### config.mk
export PLATFORM = sky130hd
export DESIGN_NAME = draw_board_bg_flat
export DESIGN_NICKNAME = d
export VERILOG_FILES = /design/src/rtl/draw_board_bg_if.sv /design/src/rtl/draw_board_bg.sv /design/src/flat_wrapper.sv
export SDC_FILE = /design/constraint.sdc
export NUM_CORES = 1
export LEC_CHECK = 0
export ABC_AREA = 1
export BUFFER_PORTS_ARGS = -buffer_cell sky130_fd_sc_hd__clkbuf_2
export CORE_ASPECT_RATIO = 1.1
export CORE_MARGIN = 3
export CORE_UTILIZATION = 47
export DETAILED_ROUTE_END_ITERATION = 10
export PLACE_DENSITY = 0.71
export SYNTH_ARGS = -nofsm -noshare
export SYNTH_HDL_FRONTEND = slang
export SYNTH_SLANG_ARGS = --single-unit
### constraint.sdc
create_clock -name clk_i -period 2.5 [get_ports clk_i]
set_input_delay 0.375 -clock clk_i [delete_from_list [all_inputs] [get_ports clk_i]]
set_output_delay 0.375 -clock clk_i [all_outputs]
set_load 0.01 [all_outputs]
### src/rtl/draw_board_bg_if.sv
// VGA timing + colour bundle passed between draw-chain stages.
// master drives the fields, slave samples them.
interface draw_board_bg_if;
  logic [10:0] vcount;
  logic        vsync;
  logic        vblnk;
  logic [10:0] hcount;
  logic        hsync;
  logic        hblnk;
  logic [11:0] rgb;

  modport master (output vcount, vsync, vblnk, hcount, hsync, hblnk, rgb);
  modport slave  (input  vcount, vsync, vblnk, hcount, hsync, hblnk, rgb);
endinterface

### src/rtl/draw_board_bg.sv
// Background, screen-edge markers, N_BOARDS chessboards with frames, 2-cycle pipeline.
// Optional blinking square highlight enabled by defining DRAW_BOARD_BG_HIGHLIGHT_EN.
module draw_board_bg #(
  parameter int unsigned N_BOARDS     = 2,
  parameter int unsigned BOARD_X0     = 83,
  parameter int unsigned BOARD_PITCH  = 457,
  parameter int unsigned BOARD_Y0     = 180,
  parameter int unsigned SQ_SIZE      = 45,
  parameter int unsigned N_SQ         = 9,
  parameter int unsigned FRAME_W      = 3,
  parameter logic [11:0] LIGHT_COLOR  = 12'h888,
  parameter logic [11:0] DARK_COLOR   = 12'h988,
  parameter logic [11:0] FRAME_COLOR  = 12'h321,
  parameter logic [11:0] BG_COLOR     = 12'hFAC,
  parameter logic [11:0] HL_COLOR     = 12'h0FF,
  parameter int unsigned BLINK_FRAMES = 16,
  parameter int unsigned HOR_PIXELS   = 1024,
  parameter int unsigned VER_PIXELS   = 768
) (
  input  logic            clk_i,
  input  logic            rst_i,
  input  logic            sel_valid_i,
  input  logic [1:0]      sel_board_i,
  input  logic [3:0]      sel_col_i,
  input  logic [3:0]      sel_row_i,
  draw_board_bg_if.slave  vga_in_i,
  draw_board_bg_if.master vga_out_o
);

  localparam int BoardLen = int'(N_SQ * SQ_SIZE);
  localparam int XOrg     = int'(BOARD_X0);
  localparam int Pitch    = int'(BOARD_PITCH);
  localparam int YOrg     = int'(BOARD_Y0);
  localparam int Fw       = int'(FRAME_W);
  localparam int PixW     = $clog2(SQ_SIZE);
  localparam logic [PixW-1:0] PixLast = PixW'(SQ_SIZE - 1);
  localparam logic [3:0]      SqLast  = 4'(N_SQ - 1);

  if (N_BOARDS > 1 && BOARD_PITCH < N_SQ * SQ_SIZE + 2 * FRAME_W) begin : g_overlap_err
    $error("draw_board_bg: BOARD_PITCH too small, boards and frames overlap");
  end

  // Stage 1 registers
  logic [10:0]     vcount1_q, hcount1_q;
  logic            vsync1_q, vblnk1_q, hsync1_q, hblnk1_q;
  logic            in_h_q, in_h_d, in_v_q, in_v_d;
  logic [1:0]      board_q, board_d;
  logic [PixW-1:0] hpix_q, hpix_d, vpix_q, vpix_d;
  logic [3:0]      col_q, col_d, row_q, row_d;
  logic            frame_q, frame_d;
  logic            hit_q, hit_d;

  // Stage 2 registers
  logic [10:0]     vcount2_q, hcount2_q;
  logic            vsync2_q, vblnk2_q, hsync2_q, hblnk2_q;
  logic [11:0]     rgb_q, rgb_d;

  int              h_int, v_int;
  logic            is_origin, frame_h, area_h, frame_v, area_v;
  logic [1:0]      origin_idx;

  always_comb begin
    h_int      = int'(vga_in_i.hcount);
    v_int      = int'(vga_in_i.vcount);
    is_origin  = 1'b0;
    origin_idx = 2'd0;
    frame_h    = 1'b0;
    area_h     = 1'b0;
    for (int b = 0; b < int'(N_BOARDS); b++) begin
      if (h_int == XOrg + b * Pitch) begin
        is_origin  = 1'b1;
        origin_idx = 2'(b);
      end
      if (h_int >= XOrg + b * Pitch - Fw && h_int < XOrg + b * Pitch + BoardLen + Fw) begin
        frame_h = 1'b1;
      end
      if (h_int >= XOrg + b * Pitch && h_int < XOrg + b * Pitch + BoardLen) begin
        area_h = 1'b1;
      end
    end
    frame_v = (v_int >= YOrg - Fw) && (v_int < YOrg + BoardLen + Fw);
    area_v  = (v_int >= YOrg) && (v_int < YOrg + BoardLen);
    frame_d = frame_h & frame_v & ~(area_h & area_v);
  end

  // Square position tracking by counters: no divide in the pixel path.
  always_comb begin
    in_h_d  = in_h_q;
    board_d = board_q;
    hpix_d  = hpix_q;
    col_d   = col_q;
    if (is_origin) begin
      in_h_d  = 1'b1;
      board_d = origin_idx;
      hpix_d  = '0;
      col_d   = 4'd0;
    end else if (in_h_q) begin
      if (hpix_q == PixLast) begin
        hpix_d = '0;
        col_d  = col_q + 4'd1;
        if (col_q == SqLast) in_h_d = 1'b0;
      end else begin
        hpix_d = hpix_q + 1'b1;
      end
    end

    in_v_d = in_v_q;
    vpix_d = vpix_q;
    row_d  = row_q;
    if (vga_in_i.hcount == 11'd0) begin
      if (v_int == YOrg) begin
        in_v_d = 1'b1;
        vpix_d = '0;
        row_d  = 4'd0;
      end else if (in_v_q) begin
        if (vpix_q == PixLast) begin
          vpix_d = '0;
          row_d  = row_q + 4'd1;
          if (row_q == SqLast) in_v_d = 1'b0;
        end else begin
          vpix_d = vpix_q + 1'b1;
        end
      end
    end
  end

`ifdef DRAW_BOARD_BG_HIGHLIGHT_EN
  localparam int BlinkW = (BLINK_FRAMES > 1) ? $clog2(BLINK_FRAMES) : 1;
  localparam logic [BlinkW-1:0] BlinkLast = BlinkW'(BLINK_FRAMES - 1);

  logic [BlinkW-1:0] blink_cnt_q;
  logic              blink_on_q;
  logic              vsync_rise;
  logic              unused_in;

  assign vsync_rise = vga_in_i.vsync & ~vsync1_q;
  assign unused_in  = ^vga_in_i.rgb;

  always_ff @(posedge clk_i) begin
    if (rst_i) begin
      blink_cnt_q <= '0;
      blink_on_q  <= 1'b1;
    end else if (vsync_rise) begin
      if (blink_cnt_q == BlinkLast) begin
        blink_cnt_q <= '0;
        blink_on_q  <= ~blink_on_q;
      end else begin
        blink_cnt_q <= blink_cnt_q + 1'b1;
      end
    end
  end

  assign hit_d = sel_valid_i & blink_on_q & in_h_d & in_v_d & (board_d == sel_board_i) &
                 (col_d == sel_col_i) & (row_d == sel_row_i);
`else
  logic unused_in;
  assign unused_in = ^{vga_in_i.rgb, sel_valid_i, sel_board_i, sel_col_i, sel_row_i};
  assign hit_d     = 1'b0;
`endif

  always_ff @(posedge clk_i) begin
    if (rst_i) begin
      vcount1_q <= '0;
      hcount1_q <= '0;
      vsync1_q  <= 1'b0;
      vblnk1_q  <= 1'b0;
      hsync1_q  <= 1'b0;
      hblnk1_q  <= 1'b0;
      in_h_q    <= 1'b0;
      in_v_q    <= 1'b0;
      board_q   <= '0;
      hpix_q    <= '0;
      vpix_q    <= '0;
      col_q     <= '0;
      row_q     <= '0;
      frame_q   <= 1'b0;
      hit_q     <= 1'b0;
    end else begin
      vcount1_q <= vga_in_i.vcount;
      hcount1_q <= vga_in_i.hcount;
      vsync1_q  <= vga_in_i.vsync;
      vblnk1_q  <= vga_in_i.vblnk;
      hsync1_q  <= vga_in_i.hsync;
      hblnk1_q  <= vga_in_i.hblnk;
      in_h_q    <= in_h_d;
      in_v_q    <= in_v_d;
      board_q   <= board_d;
      hpix_q    <= hpix_d;
      vpix_q    <= vpix_d;
      col_q     <= col_d;
      row_q     <= row_d;
      frame_q   <= frame_d;
      hit_q     <= hit_d;
    end
  end

  always_comb begin
    rgb_d = BG_COLOR;
    if (vblnk1_q | hblnk1_q)                        rgb_d = 12'h000;
    else if (vcount1_q == 11'd0)                    rgb_d = 12'hFF0;
    else if (vcount1_q == 11'(VER_PIXELS - 1))      rgb_d = 12'hF00;
    else if (hcount1_q == 11'd0)                    rgb_d = 12'h0F0;
    else if (hcount1_q == 11'(HOR_PIXELS - 1))      rgb_d = 12'h00F;
    else if (hit_q)                                 rgb_d = HL_COLOR;
    else if (in_h_q & in_v_q)                       rgb_d = (col_q[0] ^ row_q[0]) ? DARK_COLOR
                                                                                   : LIGHT_COLOR;
    else if (frame_q)                               rgb_d = FRAME_COLOR;
  end

  always_ff @(posedge clk_i) begin
    if (rst_i) begin
      vcount2_q <= '0;
      hcount2_q <= '0;
      vsync2_q  <= 1'b0;
      vblnk2_q  <= 1'b0;
      hsync2_q  <= 1'b0;
      hblnk2_q  <= 1'b0;
      rgb_q     <= '0;
    end else begin
      vcount2_q <= vcount1_q;
      hcount2_q <= hcount1_q;
      vsync2_q  <= vsync1_q;
      vblnk2_q  <= vblnk1_q;
      hsync2_q  <= hsync1_q;
      hblnk2_q  <= hblnk1_q;
      rgb_q     <= rgb_d;
    end
  end

  assign vga_out_o.vcount = vcount2_q;
  assign vga_out_o.vsync  = vsync2_q;
  assign vga_out_o.vblnk  = vblnk2_q;
  assign vga_out_o.hcount = hcount2_q;
  assign vga_out_o.hsync  = hsync2_q;
  assign vga_out_o.hblnk  = hblnk2_q;
  assign vga_out_o.rgb    = rgb_q;

endmodule

### src/flat_wrapper.sv
// flat-port wrapper written by rule: the top's interface ports become plain ports
module draw_board_bg_flat 
#(
  parameter int unsigned N_BOARDS     = 2,
  parameter int unsigned BOARD_X0     = 83,
  parameter int unsigned BOARD_PITCH  = 457,
  parameter int unsigned BOARD_Y0     = 180,
  parameter int unsigned SQ_SIZE      = 45,
  parameter int unsigned N_SQ         = 9,
  parameter int unsigned FRAME_W      = 3,
  parameter logic [11:0] LIGHT_COLOR  = 12'h888,
  parameter logic [11:0] DARK_COLOR   = 12'h988,
  parameter logic [11:0] FRAME_COLOR  = 12'h321,
  parameter logic [11:0] BG_COLOR     = 12'hFAC,
  parameter logic [11:0] HL_COLOR     = 12'h0FF,
  parameter int unsigned BLINK_FRAMES = 16,
  parameter int unsigned HOR_PIXELS   = 1024,
  parameter int unsigned VER_PIXELS   = 768
)
  (clk_i, rst_i, sel_valid_i, sel_board_i, sel_col_i, sel_row_i, vga_in_i_vcount, vga_in_i_vsync, vga_in_i_vblnk, vga_in_i_hcount, vga_in_i_hsync, vga_in_i_hblnk, vga_in_i_rgb, vga_out_o_vcount, vga_out_o_vsync, vga_out_o_vblnk, vga_out_o_hcount, vga_out_o_hsync, vga_out_o_hblnk, vga_out_o_rgb);
  draw_board_bg_if vga_in_i_i ();
  draw_board_bg_if vga_out_o_i ();
  input  logic clk_i;
  input  logic rst_i;
  input  logic sel_valid_i;
  input  logic [1:0] sel_board_i;
  input  logic [3:0] sel_col_i;
  input  logic [3:0] sel_row_i;
  input wire logic [$bits(vga_in_i_i.vcount)-1:0] vga_in_i_vcount;
  input wire logic [$bits(vga_in_i_i.vsync)-1:0] vga_in_i_vsync;
  input wire logic [$bits(vga_in_i_i.vblnk)-1:0] vga_in_i_vblnk;
  input wire logic [$bits(vga_in_i_i.hcount)-1:0] vga_in_i_hcount;
  input wire logic [$bits(vga_in_i_i.hsync)-1:0] vga_in_i_hsync;
  input wire logic [$bits(vga_in_i_i.hblnk)-1:0] vga_in_i_hblnk;
  input wire logic [$bits(vga_in_i_i.rgb)-1:0] vga_in_i_rgb;
  output wire logic [$bits(vga_out_o_i.vcount)-1:0] vga_out_o_vcount;
  output wire logic [$bits(vga_out_o_i.vsync)-1:0] vga_out_o_vsync;
  output wire logic [$bits(vga_out_o_i.vblnk)-1:0] vga_out_o_vblnk;
  output wire logic [$bits(vga_out_o_i.hcount)-1:0] vga_out_o_hcount;
  output wire logic [$bits(vga_out_o_i.hsync)-1:0] vga_out_o_hsync;
  output wire logic [$bits(vga_out_o_i.hblnk)-1:0] vga_out_o_hblnk;
  output wire logic [$bits(vga_out_o_i.rgb)-1:0] vga_out_o_rgb;
  assign vga_in_i_i.vcount = vga_in_i_vcount;
  assign vga_in_i_i.vsync = vga_in_i_vsync;
  assign vga_in_i_i.vblnk = vga_in_i_vblnk;
  assign vga_in_i_i.hcount = vga_in_i_hcount;
  assign vga_in_i_i.hsync = vga_in_i_hsync;
  assign vga_in_i_i.hblnk = vga_in_i_hblnk;
  assign vga_in_i_i.rgb = vga_in_i_rgb;
  assign vga_out_o_vcount = vga_out_o_i.vcount;
  assign vga_out_o_vsync = vga_out_o_i.vsync;
  assign vga_out_o_vblnk = vga_out_o_i.vblnk;
  assign vga_out_o_hcount = vga_out_o_i.hcount;
  assign vga_out_o_hsync = vga_out_o_i.hsync;
  assign vga_out_o_hblnk = vga_out_o_i.hblnk;
  assign vga_out_o_rgb = vga_out_o_i.rgb;
  draw_board_bg #(.N_BOARDS(N_BOARDS), .BOARD_X0(BOARD_X0), .BOARD_PITCH(BOARD_PITCH), .BOARD_Y0(BOARD_Y0), .SQ_SIZE(SQ_SIZE), .N_SQ(N_SQ), .FRAME_W(FRAME_W), .LIGHT_COLOR(LIGHT_COLOR), .DARK_COLOR(DARK_COLOR), .FRAME_COLOR(FRAME_COLOR), .BG_COLOR(BG_COLOR), .HL_COLOR(HL_COLOR), .BLINK_FRAMES(BLINK_FRAMES), .HOR_PIXELS(HOR_PIXELS), .VER_PIXELS(VER_PIXELS)) u_core (.clk_i(clk_i), .rst_i(rst_i), .sel_valid_i(sel_valid_i), .sel_board_i(sel_board_i), .sel_col_i(sel_col_i), .sel_row_i(sel_row_i), .vga_in_i(vga_in_i_i), .vga_out_o(vga_out_o_i));
endmodule
==> results of run 1 <==
==> metrics by stage <==
| stage | setup slack, ns | instance area (sq um) | instances | power [mW] | hold WS, ns |
|---|---|---|---|---|---|
| floorplan | 1.19 | 3750 | 515 | 1.60 | 0.388 |
| global placement | 0.846 | 4160 | 676 | 1.69 | 0.393 |
| detailed placement | 0.823 | 4160 | 676 | 1.70 | 0.401 |
| CTS | 0.987 | 4360 | 692 | 2.65 | 0.189 |
| global route | 0.825 | 4360 | 692 | 2.75 | 0.195 |
| finish | 0.988 | 4360 | 692 | 2.62 | 0.198 |
==> critical path, stage by stage, from the launching register on <==
cell and delay [ns]:
dfxtp_1 0.34, inv_1 0.09, ha_1 0.15, nand3_1 0.07
nor2_1 0.24, nand2_1 0.21, nand3_1 0.24, nor2_1 0.06
==> report_power, final <==
group | leakage (nW) | internal [mW] | switching, mW | total, mW
Sequential | 0.707 | 1.42 | 0.0178 | 1.44
Clock | 0.0931 | 0.469 | 0.492 | 0.960
Combinational | 1.35 | 0.0776 | 0.147 | 0.225
==> sequential cells by signal, summed over array words and instances (netlist names), 4 cells and up <==
signal / flops
u_core.vga_out_o.hcount: 11
u_core.vpix_q: 6
u_core.vga_out_o.vcount: 11
u_core.vcount1_q: 11
u_core.hpix_q: 6
u_core.vga_out_o.rgb: 11
u_core.row_q: 4
u_core.hcount1_q: 11
u_core.col_q: 4
==> kinds of logic (layout without fill, tap and decap cells) <==
group | Yosys count | count (layout)
and+or+nand+nor | 275 | 275
buffers and inverters | 102 | 174
adders and majority gates | 8 | 8
DFF | 86 | 86
xor gates and xnor gates | 10 | 10
AOI/OAI and AO/OA | 34 | 34
==> routing by layer <==
metal | track usage, % | wire [microns] | part of all wire (%) | vias up
met5 | 0 | 0 | 0 | -
met4 | 6.38 | 111 | 1.4 | 0
met3 | 4.24 | 436 | 5.6 | 10
met2 | 29.7 | 3710 | 48 | 80
met1 | 22.3 | 3500 | 45 | 1462
li1 | - | - | - | 1715
==> worst min-delay path by stage <==
stage / from / endpoint / slack, ns
4_1_cts: vga_in_i_hsync / u_core.hsync1_q / 0.19
5_1_grt: vga_in_i_hsync / u_core.hsync1_q / 0.19
3_5_place_dp: u_core.hsync1_q / u_core.vga_out_o.hsync / 0.40
3_3_place_gp: u_core.vsync1_q / u_core.vga_out_o.vsync / 0.39
2_1_floorplan: u_core.hsync1_q / u_core.vga_out_o.hsync / 0.39
6_report: vga_in_i_hsync / u_core.hsync1_q / 0.20
==> placed cells by master (no fill, tap or decap), types with 3 or more instances in the layout <==
| master | count |
|---|---|
| nor2_1 | 102 |
| nand4_1 | 15 |
| inv_1 | 84 |
| xor2_1 | 7 |
| clkbuf_2 | 65 |
| ha_1 | 8 |
| inv_2 | 7 |
| xnor2_1 | 3 |
| a21oi_1 | 20 |
| o21ai_0 | 8 |
| nand2_2 | 3 |
| nor2_2 | 4 |
| nand3_1 | 43 |
| nor2_4 | 4 |
| clkbuf_8 | 9 |
| nor3_1 | 8 |
| dfxtp_1 | 86 |
| nand2_1 | 85 |
==> layout make-up <==
cell class	count	area (sq um)
multi-input combinational	327	1630
inverter	92	348
fill	738	3240
clock inverter	6	71.3
clock buffer	10	128
timing repair buffer	66	333
tap	105	131
sequential	86	1720
==> out/qor.yml, run 1 <==
die:
  dieHeight_microns: 99.7
  start_util_pct: 49.4
  die-area_sq_um: 9090
  rows: 33
  die_w_microns: 91.2
  io_pins: 89
  core_area_sq_um: 7600
detailed_routing:
  ant_nets: 0
  route.vias.total: 3267
  wirelength_microns: 7760
  drcViolationCount: 0
  wire_per_inst_microns: 11.2
  vias_per_cell: 4.72
  drtIter0Drc: 137
  drtPass1Iterations: 5
final_layout:
  areaGrowthSynthToFinish_pct: 16.3
  postLayoutCoreUtil_pct: 57.4
  drive_above_1_share_pct: 18.7
  final_nets: 641
  n_antenna_cell: 0
synth:
  synth-compound-area-share_pct: 5.14
  ys_seq_area_share_pct: 45.9
  yosys_warnings: 0
  synth-seq-cells: 86
  synth-xor-area-share_pct: 2.34
  yosysUniqueCellTypes: 35
  synthFlopType: "dfxtp_1"
  synth.avg_cell_area_sq_um: 7.28
  syn_inst: 515
  synth_area_sq_um: 3750
  yosysTopAreaCell: "dfxtp_1"
  synth_mux_area_share_pct: 0
  synth_nets: 574
  synth_top_area_share_pct: 45.9
  synth.area.top_cells: "dfxtp_1 (46%), nor2_1 (10%), nand2_1 (8.5%), inv_1 (8.4%), nand3_1 (5.7%)"
  yosysMostFrequentCell: "nor2_1"
  synth-simple-area-share_pct: 33.3
  synth_fa_ha_area_share_pct: 2.67
  yosys-top-cells-count: "nor2_1 (102), dfxtp_1 (86), nand2_1 (85)"
  synth_top_family_by_area: "simple AND/OR/NAND/NOR gates"
  synth_async_sr_flop_share_pct: 0
  synth_edf_count: 0
global_route:
  overflow: 0
  track_usage_pct: 17.7
  grt_max_degree: 37
  antenna_found_initial: 0
  grt_pass1_vias: 2968
  grt_first_pass_wirelength_microns: 13100
place:
  gp_congestion: 0.916
  hpwl_microns: 5950
  io_buffers: 65
run_status:
  status: "finished, final reports clean"
setup_path:
  end_kind: "register"
  path_class: "reg -> reg"
  reg2reg_depth: 7
  startpoint: "u_core.hpix_q[0]"
  r2r-end: "u_core.hpix_q[4]"
  critPathCapture: "u_core.hpix_q[4]"
  cp-start-kind: "register"
  rr_startpoint: "u_core.hpix_q[0]"
  critPathArrivalTime_ns: 1.76
  regToRegSetupSlack_ns: 0.99
  cp_max_fo: 6
  cp.required_ns: 2.75
cts:
  cts_setup_buffers: 0
  clk_pin_slew_ns: 0.09
  cts_made_buffers: 9
  cts_hold_buffers: 0
  cts_buffer_depth: 2
  root_buffer: "clkbuf_8"
  clkLatencyLatePin_ns: 0.35
  cts_tree: "built"
  htree_levels: 3
  cts_sinks: 86
  cts-resized-gates: 0
hold_path:
  hold_depth: 3
  holdCritPathClass: "in -> reg"
sta:
  slew_viol_final: 0
  clock.fmax_ghz: 0.661
  setup_tns_ns: 0
  rsz0062_at_grt: "false"
  final_hold_viol_count: 0
  setup_viol: 0
  timing.slew.headroom_pct: 58.4
  final.period_utilization_pct: 60.5
  min_period_ns: 1.51
  clock-skew-final_ns: 0.0112
  worst_pin_slew_ns: 0.624
power_and_ir_drop:
  p_leak_nw: 2.15
  power.density_nw_per_um2: 601
  ir_drop_mv: 0.287
run:
  maxCapViolations: 0
Power figures use the tool's default switching activity.
==> inputs of run 2 (changes only) <==
==> constraint.sdc (replaced) <==
create_clock -name clk_i -period 1.5 [get_ports clk_i]
set_input_delay 0.225 -clock clk_i [delete_from_list [all_inputs] [get_ports clk_i]]
set_output_delay 0.225 -clock clk_i [all_outputs]
set_load 0.01 [all_outputs]
==> out/qor.yml, run 2 (synthesis results as in run 1) <==
place:
  placed_area_sq_um: 4240
  place_ws_ns: 0.105
  gp_congestion: 0.928
  io_buffers: 65
  hpwl_microns: 6050
die:
  start_util_pct: 49.4
  core_area_sq_um: 7600
  dieHeight_microns: 99.7
  die_w_microns: 91.2
  die-area_sq_um: 9090
  io_pins: 89
  rows: 33
run_status:
  status: "finished, final reports clean"
detailed_routing:
  wire_per_inst_microns: 11.0
  drtIter0Drc: 106
  ant_nets: 0
  vias_per_cell: 4.66
  drtPass1Iterations: 4
  drcViolationCount: 0
  route.vias.total: 3282
  wirelength_microns: 7710
hold_path:
  hp-start: "vga_in_i_vsync"
  hold_depth: 3
  holdCritPathClass: "in -> reg"
setup_path:
  regToRegSetupSlack_ns: 0.12
  end_kind: "register"
  cpPeakStageDelay_ns: 0.35
  critPathArrivalTime_ns: 1.60
  reg2reg_depth: 9
  cp_max_fo: 6
  cp.required_ns: 1.72
  path_class: "reg -> reg"
  slowest_stage: "dfxtp_2"
  cp_cell_sequence: "inv_1 -> ha_1 -> nand3_2 -> nor2_8 -> inv_2 -> o21ai_4 -> nand2_2 -> nand2_1 -> a21oi_1"
  cp-start-kind: "register"
  startpoint: "u_core.vpix_q[1]"
  rr_startpoint: "u_core.vpix_q[1]"
sta:
  setup_tns_ns: 0
  slew_viol_final: 0
  timing.slew.headroom_pct: 79.3
  final.period_utilization_pct: 92.1
  min_period_ns: 1.38
  final_hold_viol_count: 0
  setup_viol: 0
  clock-skew-final_ns: 0.0118
  finalWorstSetupSlack_ns: 0.118
  worst_pin_slew_ns: 0.309
  clock.fmax_ghz: 0.724
final_layout:
  final_cell_mix: "nor2_1 (102), dfxtp_1 (85), inv_1 (84), nand2_1 (83), clkbuf_2 (65)"
  final_nets: 653
  fillers: 732
  drive_above_1_share_pct: 21.2
  n_antenna_cell: 0
  final_common_cell: "nor2_1"
  fin_area_sq_um: 4470
  areaGrowthSynthToFinish_pct: 19.2
power_and_ir_drop:
  ir_drop_mv: 0.513
  p_leak_nw: 2.23
  power.density_nw_per_um2: 988
  fin_total_pwr_mw: 4.42
global_route:
  track_usage_pct: 17.8
  grt_pass1_vias: 3014
  antenna_found_initial: 0
  grt_max_degree: 30
  grt_first_pass_wirelength_microns: 13300
  overflow: 0
cts:
  cts_sinks: 86
  htree_levels: 3
  clkLatencyLatePin_ns: 0.34
  clk_pin_slew_ns: 0.09
  cts_made_buffers: 9
  root_buffer: "clkbuf_8"
  cts_tree: "built"
  cts_buffer_depth: 2
run:
  maxCapViolations: 0
-- run 2: cell types whose count changed in the layout (fill, tap and decap cells not counted), sizes merged --
cell,change
buf,+12
inv,+1
clkinvlp,-1
-- run 2: per-stage QoR --
step	instances	hold WS [ns]	util, %
final	704	0.0650	58.8
after global routing	704	0.0486	58.8
after CTS	702	0.0462	58.5
after detailed placement	686	0.394	55.8
after global placement	686	0.391	55.8
after floorplan	515	0.332	-
-- run 2: layout make-up --
type                       instances  area, sq um  area share [%]
clock buffer                      10          138            3.08
clock inverter                     6         68.8            1.54
multi-input combinational        327         1640            36.7
timing repair buffer              78          423            9.46
tap                              105          131            2.94
inverter                          92          348            7.78
sequential                        86         1720            38.5
-- run 2: per-layer routing --
layer / vias up / global-route usage [%] / part of all wire [%]
li1: 1747 / - / -
met1: 1441 / 22.8 / 47
met4: 0 / 6.26 / 1.9
met2: 82 / 29.3 / 46
met5: - / 0 / 0
met3: 12 / 4.54 / 5.4
-- run 2: final timing paths --
| kind | endpoint |
|---|---|
| min reg2reg | u_core.vga_out_o.vsync |
| max | u_core.row_q[2] |
| max reg2reg | u_core.row_q[2] |
| min | u_core.vsync1_q |
-- run 2: critical path, delay by kind of cell, from the launching register on --
kind,cells,cell delay [ns]
buf+inv,2,0.13
simple gates,4,0.43
flops,1,0.35
compound gates,2,0.20
fa+ha+maj,1,0.16
-- run 2: where the power goes --
part	total (mW)	internal (mW)	leakage, nW	switching (mW)
Clock	1.64	0.827	0.103	0.814
Sequential	2.40	2.37	0.707	0.0290
Combinational	0.380	0.136	1.42	0.244
Total	4.42	3.33	2.23	1.09
-- run 2: timing repair --
action                     4_1_cts  5_1_grt
hold buffers                     0        0
setup endpoints to repair        0        9
resized for setup                0        4
buffers inserted                 0        2
==> inputs of run 3 (changes only) <==
--- a/config.mk
+++ b/config.mk
@@ -8,7 +8,7 @@
 export ABC_AREA = 1
 export BUFFER_PORTS_ARGS = -buffer_cell sky130_fd_sc_hd__clkbuf_2
 export CORE_ASPECT_RATIO = 1.1
-export CORE_MARGIN = 3
+export CORE_MARGIN = 2
 export CORE_UTILIZATION = 47
 export DETAILED_ROUTE_END_ITERATION = 10
 export PLACE_DENSITY = 0.71
==> out/qor.yml, run 3 (synthesis results as in run 1) <==
place:
  place_ws_ns: 0.0881
  gp_congestion: 0.909
  io_buffers: 65
  hpwl_microns: 6130
die:
  io_pins: 89
  rows: 34
  start_util_pct: 47.9
  die-area_sq_um: 8710
  dieHeight_microns: 97.7
  die_w_microns: 89.2
  core_area_sq_um: 7830
detailed_routing:
  ant_nets: 0
  route.vias.total: 3316
  wire_per_inst_microns: 11.2
  drtPass1Iterations: 4
  drcViolationCount: 0
  drtIter0Drc: 79
  vias_per_cell: 4.71
  wirelength_microns: 7910
final_layout:
  fillers: 778
  drive_above_1_share_pct: 20.8
  final_common_cell: "nor2_1"
  final_nets: 650
  areaGrowthSynthToFinish_pct: 18.7
  n_antenna_cell: 0
  postLayoutCoreUtil_pct: 56.8
  final_cell_mix: "nor2_1 (101), dfxtp_1 (85), inv_1 (84), nand2_1 (84), clkbuf_2 (65)"
hold_path:
  holdCritPathClass: "in -> reg"
  holdPathEnd: "u_core.hblnk1_q"
  hold_depth: 3
  hp-start: "vga_in_i_hblnk"
sta:
  slew_viol_final: 0
  worst_pin_slew_ns: 0.305
  clock-skew-final_ns: 0.00948
  final.period_utilization_pct: 92.0
  timing.slew.headroom_pct: 79.7
  min_period_ns: 1.38
  setup_tns_ns: 0
  clock.fmax_ghz: 0.725
  rsz0062_at_grt: "false"
  finalWorstSetupSlack_ns: 0.120
  final_hold_viol_count: 0
  setup_viol: 0
setup_path:
  cp_cell_sequence: "inv_1 -> ha_1 -> nand3_2 -> nor2_8 -> inv_2 -> o21ai_4 -> nand2_1 -> nand2_1 -> a21oi_1"
  worst-path-buf-inv: 2
  critPathArrivalTime_ns: 1.62
  end_kind: "register"
  path_class: "reg -> reg"
  cp_max_fo: 5
  cp-start-kind: "register"
  reg2reg_depth: 9
  slowest_stage: "dfxtp_1"
  regToRegSetupSlack_ns: 0.12
  r2r-end: "u_core.row_q[2]"
  rr_startpoint: "u_core.vpix_q[0]"
  cp_common_cell: "nand2_1"
  cp_top_family: "simple AND/OR/NAND/NOR gates"
  cpPeakStageDelay_ns: 0.32
  cp.required_ns: 1.74
run_status:
  status: "finished, final reports clean"
power_and_ir_drop:
  ir_drop_mv: 0.406
  fin_total_pwr_mw: 4.42
  p_leak_nw: 2.21
  power.density_nw_per_um2: 994
global_route:
  grt_max_degree: 33
  grt_first_pass_wirelength_microns: 13200
  overflow: 0
  track_usage_pct: 19.0
  grt_pass1_vias: 3056
  antenna_found_initial: 0
run:
  maxCapViolations: 0
cts:
  cts_sinks: 86
  cts_made_buffers: 9
  cts_buffer_depth: 2
  clkLatencyLatePin_ns: 0.35
  cts_tree: "built"
  htree_levels: 3
  cts_hold_buffers: 0
  clk_pin_slew_ns: 0.09
  root_buffer: "clkbuf_8"
[run 3: cell count changes in the layout (fill, tap and decap cells not counted)]
cell      delta
buf_4        -3
clkbuf_8     -1
inv_8        +1
nand2_1      +1
nand2_2      -1
nor2_1       -1
nor2_2       +1
[run 3: how the worst max path moves through the flow]
stage	depth (start not counted)	slack, ns	start	endpoint
global route	9	0.006	u_core.vpix_q[1]	u_core.row_q[2]
floorplan	9	0.19	u_core.vpix_q[0]	u_core.row_q[2]
global placement	9	0.16	u_core.vpix_q[1]	u_core.row_q[2]
finish	9	0.12	u_core.vpix_q[0]	u_core.row_q[2]
CTS	7	0.06	u_core.hpix_q[0]	u_core.hpix_q[5]
detailed placement	7	0.09	u_core.hpix_q[0]	u_core.hpix_q[5]
[run 3: metrics by stage]
| step | area (sq um) | hold WS (ns) | cells |
|---|---|---|---|
| 6_report | 4450 | 0.0613 | 704 |
| 5_1_grt | 4450 | 0.0529 | 704 |
| 4_1_cts | 4420 | 0.0442 | 702 |
| 3_5_place_dp | 4220 | 0.397 | 686 |
| 3_3_place_gp | 4220 | 0.392 | 686 |
| 2_1_floorplan | 3750 | 0.332 | 515 |
[run 3: area by class of cell]
type | count | area, sq um | share of cell area (%)
clock buffers | 9 | 124 | 2.78
well taps | 108 | 135 | 3.04
multi-input cells | 327 | 1640 | 36.8
repair buffers | 75 | 400 | 9.00
inverters | 92 | 348 | 7.82
clock inverters | 7 | 80.1 | 1.80
flip-flops and latches | 86 | 1720 | 38.7
[run 3: metal layers]
metal | global-route usage [%] | vias to the layer above | routed length (microns)
met4 | 7.69 | 0 | 198
met2 | 29.6 | 94 | 3610
met5 | 0 | - | 0
met1 | 24.3 | 1463 | 3670
met3 | 5.44 | 21 | 431
li1 | - | 1738 | -
[run 3: repair_timing]
action | 4_1_cts | 5_1_grt
setup buffers | 0 | 2
setup endpoints to repair | 0 | 9
resized for setup | 0 | 4
[run 3: tightest hold or removal path, cell delays in order]
cell and delay, ns:
clkbuf_2 0.08, inv_1 0.04, nor2_1 0.03
[run 3: power breakdown]
part	internal [mW]	leakage (nW)	switching, mW
Clock	0.793	0.102	0.855
Sequential	2.37	0.707	0.0302
Combinational	0.133	1.40	0.245
Total	3.29	2.21	1.13
